--- src/rtl/dmem_arb_pkg.sv ---
// dmem_arb_pkg: shared FSM state type, owner tags and counter width for dmem_arbiter
package dmem_arb_pkg;
    localparam int CNT_W = 8;
    localparam logic OWN_CPU = 1'b0;
    localparam logic OWN_EXT = 1'b1;
    typedef enum logic {ARB, EXT_BURST} state_t;
endpackage

--- src/rtl/arb_starve_cnt.sv ---
// arb_starve_cnt: saturating count of cycles the external port waits ungranted
module arb_starve_cnt
    import dmem_arb_pkg::*;
#(
    parameter int LIMIT = 8
) (
    input  logic clk,
    input  logic rst,
    input  logic ext_req,
    input  logic ext_gnt,
    output logic at_limit
);
    localparam logic [CNT_W-1:0] LIM = CNT_W'(LIMIT);
    logic [CNT_W-1:0] cnt_q, cnt_d;
    always_comb begin
        at_limit = cnt_q == LIM;
        cnt_d = (!ext_req || ext_gnt) ? '0 : at_limit ? cnt_q : cnt_q + 1'b1;
    end
    always_ff @(posedge clk) begin
        if (rst) cnt_q <= '0;
        else cnt_q <= cnt_d;
    end
endmodule

--- src/rtl/dmem_arbiter.sv ---
// dmem_arbiter: CPU/external-loader arbiter for a single-port data SRAM.
// Optional grant/stall statistics outputs when DMEM_ARB_STATS_EN is defined.
module dmem_arbiter
    import dmem_arb_pkg::*;
#(
    parameter int ADDR_W = 64,
    parameter int DATA_W = 64,
    parameter int STARVE_LIMIT = 8
) (
    input  logic              clk,
    input  logic              rst,
    input  logic              cpu_req,
    input  logic              cpu_we,
    input  logic [ADDR_W-1:0] cpu_addr,
    input  logic [DATA_W-1:0] cpu_wdata,
    output logic              cpu_gnt,
    output logic              cpu_stall,
    output logic              cpu_rvalid,
    output logic [DATA_W-1:0] cpu_rdata,
    input  logic              ext_req,
    input  logic              ext_we,
    input  logic [ADDR_W-1:0] ext_addr,
    input  logic [DATA_W-1:0] ext_wdata,
    input  logic              ext_lock,
    output logic              ext_gnt,
    output logic              ext_rvalid,
    output logic [DATA_W-1:0] ext_rdata,
    output logic              mem_wen,
    output logic              mem_ren,
    output logic [ADDR_W-1:0] mem_addr,
    output logic [DATA_W-1:0] mem_wdata,
`ifdef DMEM_ARB_STATS_EN
    output logic [31:0]       stat_cpu_gnt,
    output logic [31:0]       stat_ext_gnt,
    output logic [31:0]       stat_stall,
`endif
    input  logic [DATA_W-1:0] mem_rdata
);
    state_t state_q, state_d;
    logic pend_q, pend_d, tag_q, tag_d;
    logic at_limit, in_arb, gnt_we, any_gnt;

    arb_starve_cnt #(.LIMIT(STARVE_LIMIT)) u_cnt (
        .clk(clk), .rst(rst), .ext_req(ext_req), .ext_gnt(ext_gnt), .at_limit(at_limit)
    );

    always_comb begin
        in_arb = state_q == ARB;
        ext_gnt = ext_req & (in_arb ? (at_limit | ~cpu_req) : 1'b1);
        cpu_gnt = in_arb & cpu_req & ~ext_gnt;
        cpu_stall = cpu_req & ~cpu_gnt;
        any_gnt = cpu_gnt | ext_gnt;
        gnt_we = ext_gnt ? ext_we : cpu_we;
        mem_wen = any_gnt & gnt_we;
        mem_ren = any_gnt & ~gnt_we;
        mem_addr = ext_gnt ? ext_addr : cpu_gnt ? cpu_addr : '0;
        mem_wdata = ext_gnt ? ext_wdata : cpu_gnt ? cpu_wdata : '0;
        state_d = (in_arb ? (ext_gnt & ext_lock) : ext_lock) ? EXT_BURST : ARB;
        pend_d = mem_ren;
        tag_d = mem_ren ? (ext_gnt ? OWN_EXT : OWN_CPU) : tag_q;
        // a read in flight is dropped as soon as reset is seen
        cpu_rvalid = pend_q & ~rst & (tag_q == OWN_CPU);
        ext_rvalid = pend_q & ~rst & (tag_q == OWN_EXT);
        cpu_rdata = cpu_rvalid ? mem_rdata : '0;
        ext_rdata = ext_rvalid ? mem_rdata : '0;
    end

    always_ff @(posedge clk) begin
        if (rst) begin
            state_q <= ARB;
            pend_q <= 1'b0;
            tag_q <= OWN_CPU;
        end else begin
            state_q <= state_d;
            pend_q <= pend_d;
            tag_q <= tag_d;
        end
    end

`ifdef DMEM_ARB_STATS_EN
    logic [31:0] scpu_q, scpu_d, sext_q, sext_d, sstl_q, sstl_d;
    always_comb begin
        scpu_d = scpu_q + 32'(cpu_gnt);
        sext_d = sext_q + 32'(ext_gnt);
        sstl_d = sstl_q + 32'(cpu_stall);
    end
    always_ff @(posedge clk) begin
        if (rst) begin
            scpu_q <= '0;
            sext_q <= '0;
            sstl_q <= '0;
        end else begin
            scpu_q <= scpu_d;
            sext_q <= sext_d;
            sstl_q <= sstl_d;
        end
    end
    assign stat_cpu_gnt = scpu_q;
    assign stat_ext_gnt = sext_q;
    assign stat_stall = sstl_q;
`endif
endmodule

--- config.mk ---
export PLATFORM = sky130hd
export DESIGN_NAME = dmem_arbiter
export DESIGN_NICKNAME = d
export VERILOG_FILES = /design/src/rtl/dmem_arb_pkg.sv /design/src/rtl/arb_starve_cnt.sv /design/src/rtl/dmem_arbiter.sv
export SDC_FILE = /design/constraint.sdc
export NUM_CORES = 1
export LEC_CHECK = 0
export CAP_MARGIN = 20
export CORE_AREA = 5 5 227 229
export DETAILED_ROUTE_END_ITERATION = 12
export DIE_AREA = 0 0 232 234
export DONT_BUFFER_PORTS = 1
export GPL_ROUTABILITY_DRIVEN = 0
export HOLD_SLACK_MARGIN = 0.08
export PLACE_DENSITY = 0.3
export SETUP_SLACK_MARGIN = 0.5
export SLEW_MARGIN = 20
export SYNTH_ARGS = -nofsm -noshare
export SYNTH_HDL_FRONTEND = slang
export SYNTH_SLANG_ARGS = --single-unit
--- constraint.sdc ---
create_clock -name clk -period 4.6 [get_ports clk]
set_clock_uncertainty 0.1 [all_clocks]
set_input_delay 0.23 -clock clk [delete_from_list [all_inputs] [get_ports clk]]
set_output_delay 0.23 -clock clk [all_outputs]
set_load 0.03 [all_outputs]
After elaboration in Yosys (flattened, before gate mapping) --
Index checks and enable logic that the tools add are counted.
Storage, ports and cells: bits in registers 11, logic and storage cells 39
Operators by class: bitwise gates (word level) 19, reductions and logical operators 3, $add $sub $neg 1, mux-type cells 11, eq/ne operators 1
Operators with widths (count):
- 64-bit two-way mux | 6
- 1-bit AND | 10
- 8-bit by 1-bit adder with 8-bit output, second input constant | 1
- 8-bit by 4-bit equality test with 1-bit output, second input constant | 1
- 1-bit NOT | 7
- 1-bit two-way mux | 5
- 1-bit bitwise OR | 2
- 2-bit OR reduction | 1
- 1-bit zero test | 1
- 1-bit logical OR | 1

Longest topological paths before layout --
depth in word-level cells 8, gate-level depth with buffers 8, depth with buffers taken out 5

Modules after synthesis --
A second synthesis with hierarchy kept.
Unflattened totals: cell total of the unflattened synthesis 366, area total of the unflattened synthesis 2772.7 µm²
By module, submodules not included:
- dmem_arbiter | area each 2351.0 µm², sequential area each 60.1 µm², cells an instance 317, instances 1
- arb_starve_cnt | area each 421.7 µm², sequential area each 160.2 µm², cells an instance 49, instances 1

Worst setup path after synthesis --
OpenSTA, ideal clock, no wires.
path kind register to output, from register u_cnt.cnt_q[0], to output mem_wdata[54], setup slack 2414 ps, path buffers 1, cell stages (with the launch flop) 7, data arrival time 1856 ps, cell sequence dfxtp_1 > inv_1 > ha_1 > nor4b_4 > a21oi_1 > clkbuf_1 > a22o_1
Between the ends: cells in the longest elaborated chain, start to end 8
RTL lines:
- start, declared | line arb_starve_cnt.sv:14 | logic [CNT_W-1:0] cnt_q, cnt_d;
- start signal, assigned | line arb_starve_cnt.sv:21 | else cnt_q <= cnt_d;
- 8-bit by 4-bit equality test with 1-bit output | line arb_starve_cnt.sv:16 | at_limit = cnt_q == LIM;
- 1-bit bitwise OR | line dmem_arbiter.sv:49 | ext_gnt = ext_req & (in_arb ? (at_limit | ~cpu_req) : 1'b1);
- 1-bit two-way mux | line dmem_arbiter.sv:49
- 1-bit AND | line dmem_arbiter.sv:49
- 1-bit NOT | line dmem_arbiter.sv:50 | cpu_gnt = in_arb & cpu_req & ~ext_gnt;
- 1-bit AND | line dmem_arbiter.sv:50
- via cpu_gnt | line dmem_arbiter.sv:16 | output logic cpu_gnt,
- 64-bit two-way mux (2 in a row) | line dmem_arbiter.sv:57 | mem_wdata = ext_gnt ? ext_wdata : cpu_gnt ? cpu_wdata : '0;
- end, declared | line dmem_arbiter.sv:31 | output logic [DATA_W-1:0] mem_wdata,
The timed path passes the listed nets, and every way through them passes these cells.

Worst setup path after layout --
from register u_cnt.cnt_q[0], to output mem_addr[62]
Between the ends: cells in the longest elaborated chain, start to end 8
RTL lines:
- 8-bit by 4-bit equality test with 1-bit output * | line arb_starve_cnt.sv:16
- 1-bit bitwise OR * | line dmem_arbiter.sv:49
- 1-bit two-way mux * | line dmem_arbiter.sv:49
- 1-bit AND * | line dmem_arbiter.sv:49
- via ext_gnt | line dmem_arbiter.sv:25 | output logic ext_gnt,
- 1-bit NOT | line dmem_arbiter.sv:50
- 1-bit AND | line dmem_arbiter.sv:50
- 64-bit two-way mux | line dmem_arbiter.sv:56 | mem_addr = ext_gnt ? ext_addr : cpu_gnt ? cpu_addr : '0;
- 64-bit two-way mux * | line dmem_arbiter.sv:56
- end, declared | line dmem_arbiter.sv:30 | output logic [ADDR_W-1:0] mem_addr,
Mark *: on every way through the listed nets, which the timed path passes. The rest lies on a longest branch.

==> impl_summary.md <==
Status
The run finished with clean final reports.

Final layout
Of the cells placed in the final design, the portion with a size suffix greater than 1 is 4.82%. The share of the core filled with cells in the final layout is 7.25%. After routing the design area is 3580 µm². The number of inserted filler cells in the final layout is 5,809. In the final design database the tool counted 662 nets. Relative to the synthesized area, the layout overhead comes to 31.4%.

Synthesis
The post-synthesis instance area is 2730 µm². The most common cell in the synthesized netlist is sky130_fd_sc_hd__a22o_1. The number of flops mapped to enable cells by yosys is 0.

Sorting the synthesized cells by area gives the leading types as sky130_fd_sc_hd__a22o_1 (42%), sky130_fd_sc_hd__and2_1 (29%), sky130_fd_sc_hd__dfxtp_1 (8.1%), sky130_fd_sc_hd__buf_2 (3.5%), sky130_fd_sc_hd__buf_6 (2.5%). The most area-hungry cell type in the Yosys netlist is sky130_fd_sc_hd__a22o_1. Of the post-synthesis cell area, the dominant cell type holds 42.1%. In the synthesized netlist, the cells that appear most often are sky130_fd_sc_hd__a22o_1 (131), sky130_fd_sc_hd__and2_1 (128), sky130_fd_sc_hd__buf_2 (19), sky130_fd_sc_hd__clkbuf_1 (17), sky130_fd_sc_hd__dfxtp_1 (11). During synthesis, Yosys emitted a total of 0 warnings. The post-synthesis net count is 690.

Synthesis produced a netlist whose cell count is 361. The most common flop cell mapped by yosys is sky130_fd_sc_hd__dfxtp_1. The synthesized design contains 11 register bits. The sequential area share after synthesis is 8.08%.

After synthesis, the share of flip-flops with an asynchronous set or reset is 0%. The number of different library cells in the post-synthesis netlist is 30. The synthesized area per cell is 7.55 µm².

STA
For this run, the top clock speed supported by timing is 315 MHz. The post-route clock period utilization is 69.0%. The headroom to the max-slew limit is 34.1%.

The actual transition at the worst max-transition pin is 0.989 ns. The setup TNS is 0 ns. Setup violations remaining at the end of the flow were counted as 0.

The post-layout worst setup margin is 1.42 ns. The number of max-slew violations in the final report came to 0. Setup repair after global routing left no endpoint under its margin. The total count of hold-check failures in the final report is 0. The time the final worst path needs with I/O delays and setup is 3.18 ns.

Critical path
Counting cells, the worst reg-to-reg path comes to 5. The critical register-to-register path startpoint is u_cnt.cnt_q[0]. By startpoint and endpoint, the worst setup path is classified as reg2out. The capturing element type of the critical path is a primary output.

Data arrives at the worst endpoint at 2.85 ns. For flop-to-flop paths, the worst setup slack is 2.52 ns. The worst reg2reg path endpoint is pend_q. The largest individual stage delay along the critical path comes from the cell sky130_fd_sc_hd__a22o_4.

In this run the worst path has a maximum fanout of 77. The signal on the critical path passes through inv_1 > ha_1 > nor4b_4 > a22o_4 > buf_12 > a22o_1. On the worst path, the slowest cell contributes a delay of 0.76 ns. The worst setup path is launched from a flip-flop. For the worst setup path, the data required time is 4.27 ns.

Global routing
The overall routing resource usage is 8.01%. The via count of the first global-routing pass came to 3,247. The first global-routing pass estimated 29,400 µm of wire.

The number of antenna violations at the first check in global routing is 14. Entering global routing, the biggest net connects 78 pins. The total grt overflow is 0.

Power and ir drop
Summed over all cells, the static leakage comes to 0.00125 µW. Dividing total power by cell area gives a power density of 208 nW/µm². IR analysis of the VDD net gives a maximum drop of 83.5 µV.

The total power consumption of the routed design is 746 µW.

Clock tree
The clock reaches the later pin of the worst-skew pair after 0.24 ns. The count of buffers added by post-CTS timing repair for setup is 0. The number of buffers inserted by hold repair at cts is 3. The level count of the clock H-tree is 1. The post-CTS resize count is 0. TritonCTS built the clock tree. The root cell of the clock tree is sky130_fd_sc_hd__clkbuf_16. The clock passes through at most 2 buffers. TritonCTS created 3 clock buffers. The clock-pin slew on the worst setup and hold paths is 0.04 ns. Counting every sink on the clock net gives 11.

Worst hold path
The tightest min-delay check is of the in2reg type. The endpoint of the worst hold path is tag_q. The startpoint identified for the worst hold timing path is cpu_we.

Counting instances, the worst hold path has a depth of 2.

Route
The total via count in the routed design is 3,206. The routed length per instance is 25.2 µm. The first detailed-routing pass ran for 4 iterations. In this run the remaining antenna-violating nets after routing total 0. Dividing the detail-routed via count by the number of cells gives 3.17.

The routed design has 25,500 µm of wire. The first routing iteration left 103 violations. In the routed design, unresolved DRC markers number 0.

Place
The minimum setup slack after placement is 1.66 ns. In this run the tool buffered the top-level ports with 0 buffer cells. The wire-length estimate of the detail-placed layout is 23,300 µm.

The area after detailed placement is 3460 µm².

Floorplanning
The total area inside the core boundary comes to 49,500 µm². The die covers 54,300 µm². From bottom edge to top edge, the die measures 234 µm. The standard-cell row count is 82. Measured along the x axis, the die boundary spans 232 µm. For this design the top-level I/O count stands at 590. Once the floorplan was initialized, standard cells occupied 5.51% of the core.

Job
The tool flagged a number of max-cap violations equal to 0.
==> critical path: cells and delay by family (launching register included) <==
| kind | cells | cell delay [ns] |
|---|---|---|
| buffers and inverters | 2 | 0.40 |
| adder cells (fa/ha/maj) | 1 | 0.14 |
| AND/OR/NAND/NOR | 1 | 0.38 |
| flip-flops | 1 | 0.35 |
| AO/OA/AOI/OAI | 2 | 1.24 |
==> cell families after synthesis <==
logic type / share of synthesized area, %
adder cells (fa/ha/maj): 0.918
AND/OR/NAND/NOR: 35.5
flip-flops: 8.08
XOR/XNOR: 0.964
buffers and inverters: 9.27
AO/OA/AOI/OAI: 45.3
==> worst max path at each step <==
stage / from / endpoint / slack (ns) / depth (start not counted)
final: u_cnt.cnt_q[0] / mem_addr[62] / 1.42 / 6
after global routing: u_cnt.cnt_q[0] / mem_addr[57] / 1.26 / 6
after global placement: u_cnt.cnt_q[0] / mem_addr[63] / 1.57 / 6
after floorplan: u_cnt.cnt_q[0] / mem_wdata[54] / 2.41 / 6
after detailed placement: u_cnt.cnt_q[0] / mem_addr[57] / 1.66 / 6
after CTS: u_cnt.cnt_q[0] / mem_addr[57] / 1.39 / 6
==> state kept, by name, summed over array words and instances (netlist names) <==
name and flops:
pend_q 1, state_q 1, tag_q 1, u_cnt.cnt_q 8
==> placed cells by master, fill, tap and decap left out, types with 3 or more instances in the layout <==
master                          count
sky130_fd_sc_hd__nand3_1            5
sky130_fd_sc_hd__and2_1           128
sky130_fd_sc_hd__or3_1              3
sky130_fd_sc_hd__a22o_1           130
sky130_fd_sc_hd__dlygate4sd3_1      3
sky130_fd_sc_hd__buf_4              4
sky130_fd_sc_hd__a21oi_1            3
sky130_fd_sc_hd__dfxtp_1           11
sky130_fd_sc_hd__diode_2            7
sky130_fd_sc_hd__inv_1              5
sky130_fd_sc_hd__nor2_1             6
sky130_fd_sc_hd__clkbuf_16          3
sky130_fd_sc_hd__o21ai_0            3
==> where the power goes <==
group	internal (µW)	leakage, µW	switching, µW
Sequential	97.6	0.0000892	1.39
Clock	116	0.0000382	43.4
Combinational	100	0.00112	387
==> stage by stage <==
step | hold WS, ns | cells
4_1_cts | 0.103 | 1004
2_1_floorplan | 0.278 | 361
3_3_place_gp | 0.281 | 996
3_5_place_dp | 0.284 | 997
5_1_grt | 0.123 | 1010
6_report | 0.107 | 1011
==> metal layers <==
metal  global-route usage, %  vias to the layer above  share of wire, %
met5                       0                        -              0.41
met4                    1.59                       14               1.7
met3                    3.23                       30                12
met2                    14.0                      366                49
met1                    9.29                     1509                37
li1                        -                     1287                 -
==> area by class of cell <==
cell class / instances / area (µm²) / share of cell area [%]
Multi-Input combinational cell: 302 / 2280 / 63.6
Tap cell: 672 / 841 / 23.5
Sequential cell: 11 / 220 / 6.15
Timing Repair Buffer: 10 / 128 / 3.56
Clock buffer: 4 / 78.8 / 2.20
Inverter: 5 / 18.8 / 0.524
Antenna cell: 7 / 17.5 / 0.489
Note: power is estimated with default switching activity, not from simulation.
